`src/rtl/branch_resolve_unit.sv`:
```
// Branch resolution stage: evaluates RV32I conditional branches, computes the
// next PC and mispredict flag, and trains a table of 2-bit saturating counters
// that fetch reads for its predictions. A one-entry valid/ready stage holds
// each result.
module branch_resolve_unit #(
  parameter int XLEN      = 32,
  parameter int BHT_DEPTH = 16
) (
  input  logic            clk,
  input  logic            rst,
  input  logic            in_valid,
  output logic            in_ready,
  input  logic [2:0]      funct_3,
  input  logic [XLEN-1:0] rs1,
  input  logic [XLEN-1:0] rs2,
  input  logic [XLEN-1:0] pc,
  input  logic [XLEN-1:0] imm,
  input  logic            pred_taken,
  output logic            out_valid,
  input  logic            out_ready,
  output logic            out_taken,
  output logic [XLEN-1:0] out_target,
  output logic            out_mispredict,
  output logic            out_illegal,
  input  logic [XLEN-1:0] pred_pc,
  output logic            pred_out
);

  localparam int IDX = $clog2(BHT_DEPTH);

  typedef enum logic {EMPTY, FULL} state_t;

  state_t state, state_nxt;
  logic   accept;

  logic [1:0] bht [BHT_DEPTH];

  logic signed [XLEN-1:0] rs1_s_p0, rs2_s_p0;
  logic                   eq_p0, lt_s_p0, lt_u_p0;
  logic                   taken_p0, illegal_p0, mispredict_p0;
  logic [XLEN-1:0]        target_p0;
  logic [IDX-1:0]         upd_idx_p0, lkp_idx;
  logic                   unused_pred_pc;

  // 2-bit saturating counter step toward taken (up) or not-taken (down).
  function automatic logic [1:0] sat_update(input logic [1:0] cnt, input logic up);
    logic [1:0] res;
    res = cnt;
    if (up && cnt != 2'b11)
      res = cnt + 2'b01;
    else if (!up && cnt != 2'b00)
      res = cnt - 2'b01;
    return res;
  endfunction

  // ---- stage p0: combinational resolve of the incoming request ----
  assign rs1_s_p0   = rs1;
  assign rs2_s_p0   = rs2;
  assign eq_p0      = (rs1 == rs2);
  assign lt_s_p0    = (rs1_s_p0 < rs2_s_p0);
  assign lt_u_p0    = (rs1 < rs2);
  assign upd_idx_p0 = pc[IDX+1:2];
  assign lkp_idx    = pred_pc[IDX+1:2];

  // Only the index bits of the lookup address matter.
  assign unused_pred_pc = ^{pred_pc[XLEN-1:IDX+2], pred_pc[1:0]};

  // Decode branch type into taken/illegal.
  always_comb begin
    taken_p0   = 1'b0;
    illegal_p0 = 1'b0;
    case (funct_3)
      3'b000:  taken_p0 = eq_p0;
      3'b001:  taken_p0 = ~eq_p0;
      3'b100:  taken_p0 = lt_s_p0;
      3'b101:  taken_p0 = ~lt_s_p0;
      3'b110:  taken_p0 = lt_u_p0;
      3'b111:  taken_p0 = ~lt_u_p0;
      default: illegal_p0 = 1'b1;
    endcase
  end

  assign target_p0     = taken_p0 ? (pc + imm) : (pc + XLEN'(4));
  assign mispredict_p0 = taken_p0 ^ pred_taken;

  // Output-stage state register.
  always_ff @(posedge clk or posedge rst) begin
    if (rst)
      state <= EMPTY;
    else
      state <= state_nxt;
  end

  // Next state: a new accept always fills; otherwise drain on out_ready.
  always_comb begin
    state_nxt = state;
    if (accept)
      state_nxt = FULL;
    else if (state == EMPTY || out_ready)
      state_nxt = EMPTY;
  end

  // Handshake outputs derived from the stage state.
  always_comb begin
    out_valid = (state == FULL);
    in_ready  = (state == EMPTY) | out_ready;
  end

  assign accept = in_valid & in_ready;

  // ---- stage p1: result register, loaded on accept, held otherwise ----
  always_ff @(posedge clk or posedge rst) begin
    if (rst) begin
      out_taken      <= 1'b0;
      out_target     <= '0;
      out_mispredict <= 1'b0;
      out_illegal    <= 1'b0;
    end else if (accept) begin
      out_taken      <= taken_p0;
      out_target     <= target_p0;
      out_mispredict <= mispredict_p0;
      out_illegal    <= illegal_p0;
    end
  end

  // Counter table: weak-not-taken after reset, trained by legal accepted branches.
  always_ff @(posedge clk or posedge rst) begin
    if (rst) begin
      for (int i = 0; i < BHT_DEPTH; i++)
        bht[i] <= 2'b01;
    end else if (accept && !illegal_p0) begin
      bht[upd_idx_p0] <= sat_update(bht[upd_idx_p0], taken_p0);
    end
  end

  // Lookup reads the registered table, so a same-cycle update is not visible.
  assign pred_out = bht[lkp_idx][1];

endmodule
```
`config.mk`:
```
export PLATFORM = sky130hd
export DESIGN_NAME = branch_resolve_unit
export DESIGN_NICKNAME = d
export VERILOG_FILES = /design/src/rtl/branch_resolve_unit.sv
export SDC_FILE = /design/constraint.sdc
export NUM_CORES = 1
export LEC_CHECK = 0
export CAP_MARGIN = 25
export CORE_MARGIN = 1.5
export CORE_UTILIZATION = 42
export DETAILED_ROUTE_END_ITERATION = 10
export PLACE_DENSITY = 0.78
export SETUP_SLACK_MARGIN = 0.15
export SKIP_LAST_GASP = 1
export SYNTH_ARGS = -nofsm -noshare
export SYNTH_HDL_FRONTEND = slang
export SYNTH_SLANG_ARGS = --single-unit
```
`constraint.sdc`:
```
create_clock -name clk -period 2.96 [get_ports clk]
set_input_delay 0.592 -clock clk [delete_from_list [all_inputs] [get_ports clk]]
set_output_delay 0.592 -clock clk [all_outputs]
set_load 0.01 [all_outputs]
```
==> summary.txt <==
Setup path
  • Cell family with most CP delay: compound AO/OA/AOI/OAI gates
  • CP peak stage delay: ~470 ps
  • Crit path cell chain: dlygate4sd2_1 > ha_4 > o211ai_1 > a2111oi_2 > o41a_1 > buf_4 > o21ai_4 > a31oi_4 > buf_6 > buf_12 > buf_6 > a221oi_4 > buf_6 > buf_16 > mux2_4
  • Worst setup EP type: flip-flop
  • Arrival @ worst endpoint: around 3300 ps
  • Crit start category: primary input
  • Slowest library cell on the worst path: a2111oi_2
  • Critical path class: in -> reg
  • CP Buf/Inv Count: 7
  • CP Data Required Time: ~3200 ps
  • Most used cell along the critical path: buf_6
  • Max FO, Critical Path: 8

Synth
  • Post-Syn Instances: approximately 700
  • Seq cells post-synth: 68
  • Sequential share of the synthesized area: 0.277
  • Largest family of logic cells by synthesized area: simple AND/OR/NAND/NOR gates
  • Adder-Cell Fraction of Synth Area: 0.142
  • Synth cell types: 57
  • Post-Synth XOR/XNOR Area: 0.0858
  • YS warnings: 0
  • Compound-Gate Fraction of Synth Area: 0.174
  • Post-synthesis async set-or-reset flop share: 1.00
  • Mapped Avg Cell Area: approximately 8.6 um2
  • Proportion of synthesized area in mux cells: 0.0983
  • Mapped Nets: 957
  • EDFF count, synth: 0
  • Syn Std Cell Area: 6210 um2
  • Ys flop type: dfrtp_1
  • Post-Synth Simple-Gate Area: 0.175

Timing
  • Tcrit/Tclk final: 1.05
  • Hold slack: 472 ps
  • Final hold vios: 0
  • Min Clock Period, post-route: between 3000 and 4000 ps
  • RSZ-0062 raised after global routing: true
  • Setup violators final: 49
  • Clock Skew: ~5.9 ps
  • Rel. slew slack: 0.596
  • Fin worst setup slack: -144 ps
  • Max Slew Vio Count: 0
  • Worst-Margin Slew: 606 ps
  • Max frequency: 0.322 GHz

Flow run
  • MaxCap Viol Count: 0

Power
  • Leak: between 0.004 and 0.005 uW
  • Total power: roughly 5800 uW
  • Power per Cell Area: 524 nW/um2
  • Worst vdd ir: about 480 uV

Final layout
  • Final Core Density: 0.766
  • Fraction of layout cells with a size suffix above 1: 0.439
  • Fin nets: 1301
  • Synthesis-to-layout area growth: 78.5%
  • Diode count: 0
  • Final Cell Area: 11100 um2

GRT
  • Initial antenna violation count: 0
  • Total grt overflow: 0
  • Gr usage total: 0.273
  • Largest net degree at the start of global routing: just under 60
  • First-pass GRT wire length: about 34 mm
  • Vias in the first global route: 6978

Clocking
  • CTS hold repair buffers: 0
  • Inserted Clock Buffers: 9
  • Insertion delay to the later sink of the worst-skew pair: approximately 330 ps
  • CTS Sinks: roughly 70
  • Root buffer cell: clkbuf_16
  • CTS max path bufs: 2
  • Clock transition at path regs: roughly 60 ps
  • Clock H-tree levels: 3
  • CTS tree: built

Die
  • I/O pins: just over 200
  • Die area: ~16000 um2
  • Cell Rows: 44
  • Die width: 125 um
  • Starting Density: 0.429
  • Core Box Area: between 10000 and 15000 um2
  • Die height: around 120 um

Routing
  • Total wire length: between 20 and 25 mm
  • Routed Antenna Nets: 0
  • Number of DRC markers in iteration 0: 380
  • Routed len/inst: around 18 um
  • Via count: about 6900
  • Drt via density: approximately 5.5
  • DRC violations left: 0
  • First-pass iteration count of the detailed router: 5

Placement
  • Post-DP HPWL: between 15 and 20 mm
  • Final GP Congestion: a little over 0.9
  • PortBufs: 177
  • Post-DP Area: 9390 um2
  • Place WS: -881 ps

Outcome
  • Failing checks: setup timing
  • Status: finished, violations left

Hold path
  • Worst Hold Class: reg -> reg
[worst register-to-register path: cells and delay by family, from the launching register on]
family | cells | cell delay (ps)
AO/OA/AOI/OAI | 1 | 190
adder cells (fa/ha/maj) | 1 | 270
buffers and inverters | 3 | 390
flip-flops | 1 | 410
multiplexers | 3 | 1200
AND/OR/NAND/NOR | 1 | 180
[layout make-up]
class                           count  area (um2)
Clock buffer                       12         246
Clock inverter                      4        73.8
Fill cell                         944        3390
Inverter                           47         211
Multi-Input combinational cell    582        5320
Sequential cell                    68        1720
Tap cell                          184         230
Timing Repair Buffer              355        3280
[cells in the mapped netlist, types with 2 or more instances]
library cell / number / area, um2
a2111oi_0: 2 / 17.5
a211oi_1: 2 / 15.0
a21boi_0: 2 / 15.0
a21o_1: 10 / 75.1
a21oi_1: 80 / 400
a221o_1: 3 / 30.0
a31oi_1: 4 / 25.0
and2_1: 4 / 25.0
and3_1: 12 / 75.1
and4_1: 6 / 52.6
buf_2: 4 / 20.0
buf_4: 6 / 45.0
clkbuf_1: 11 / 41.3
dfrtp_1: 52 / 1300
dfstp_2: 16 / 420
ha_1: 69 / 863
inv_1: 47 / 176
mux2_2: 18 / 203
mux2i_1: 7 / 70.1
mux4_2: 15 / 338
nand2_1: 75 / 282
nand2b_1: 10 / 62.6
nand3_1: 19 / 95.1
nand4_1: 14 / 87.6
nor2_1: 65 / 244
nor2b_1: 3 / 18.8
nor3_1: 12 / 60.1
nor4_1: 3 / 18.8
o211ai_1: 7 / 52.6
o21a_1: 2 / 15.0
o21ai_0: 50 / 250
o31ai_1: 3 / 22.5
or2_2: 5 / 31.3
xnor2_1: 32 / 280
xor2_1: 27 / 236
[report_power, final]
| part | internal, uW | total, uW | switching [uW] |
|---|---|---|---|
| sequential | 1270 | 1470 | 198 |
| combinational | 1820 | 3190 | 1370 |
| clock | 761 | 1160 | 394 |
[cells by family (layout without fill, tap and decap cells)]
logic type / Yosys count / count (layout)
AO/OA/AOI/OAI: 180 / 180
XOR/XNOR: 60 / 60
adder cells (fa/ha/maj): 70 / 70
buffers and inverters: 69 / 418
flip-flops: 68 / 68
multiplexers: 40 / 40
AND/OR/NAND/NOR: 232 / 232
[stage by stage]
stage                     std cells  TNS [ps]
after floorplan                 719         0
after global placement         1188    -45070
after detailed placement       1188    -49980
after CTS                      1244     -5.30
after global routing           1252     -8300
final                          1252     -4820
[layer usage]
metal / vias up / track usage / wire [um]
li1: 3265 / - / -
met1: 3311 / 0.333 / 9030
met2: 252 / 0.496 / 11500
met3: 29 / 0.0451 / 1070
met4: 0 / 0.0744 / 374
met5: - / 0 / 0
[cells in the final DEF (no fill, tap or decap), drive strengths merged, types with 10 or more instances in the layout]
cell,instances
clkdlybuf4s15,19
mux4,15
and3,12
ha,69
nor3,12
dfstp,16
inv,45
dfrtp,52
nor2,65
nand2b,10
clkbuf,12
mux2,18
clkdlybuf4s50,90
a21o,10
nand3,19
xor2,27
nand2,75
xnor2,33
buf,215
dlygate4sd2,23
o21ai,51
a21oi,81
nand4,14
[flip-flops by register name, summed over array words and instances (netlist names)]
| signal | count |
|---|---|
| out_target | 32 |
| out_illegal | 1 |
| out_mispredict | 1 |
| out_valid | 1 |
| bht | 32 |
| out_taken | 1 |
[worst paths after layout]
path,startpoint,endpoint,slack [ps],depth (start not counted)
min reg2reg,bht[0],bht[0],470,2
max reg2reg,bht[19],bht[9],270,9
min,bht[0],bht[0],470,2
min in group asynchronous,rst,bht[9],680,3
max in group asynchronous,rst,bht[16],1870,3
max,rs1[2],bht[9],-140,15
[repair_timing]
item,CTS,global route
gates resized for setup,397,79
cloned,6,0
pin swaps,78,34
endpoints found under the hold margin,0,0
buffers inserted,34,8
endpoints found under the setup margin,67,67
(Power assumes the default switching activity.)
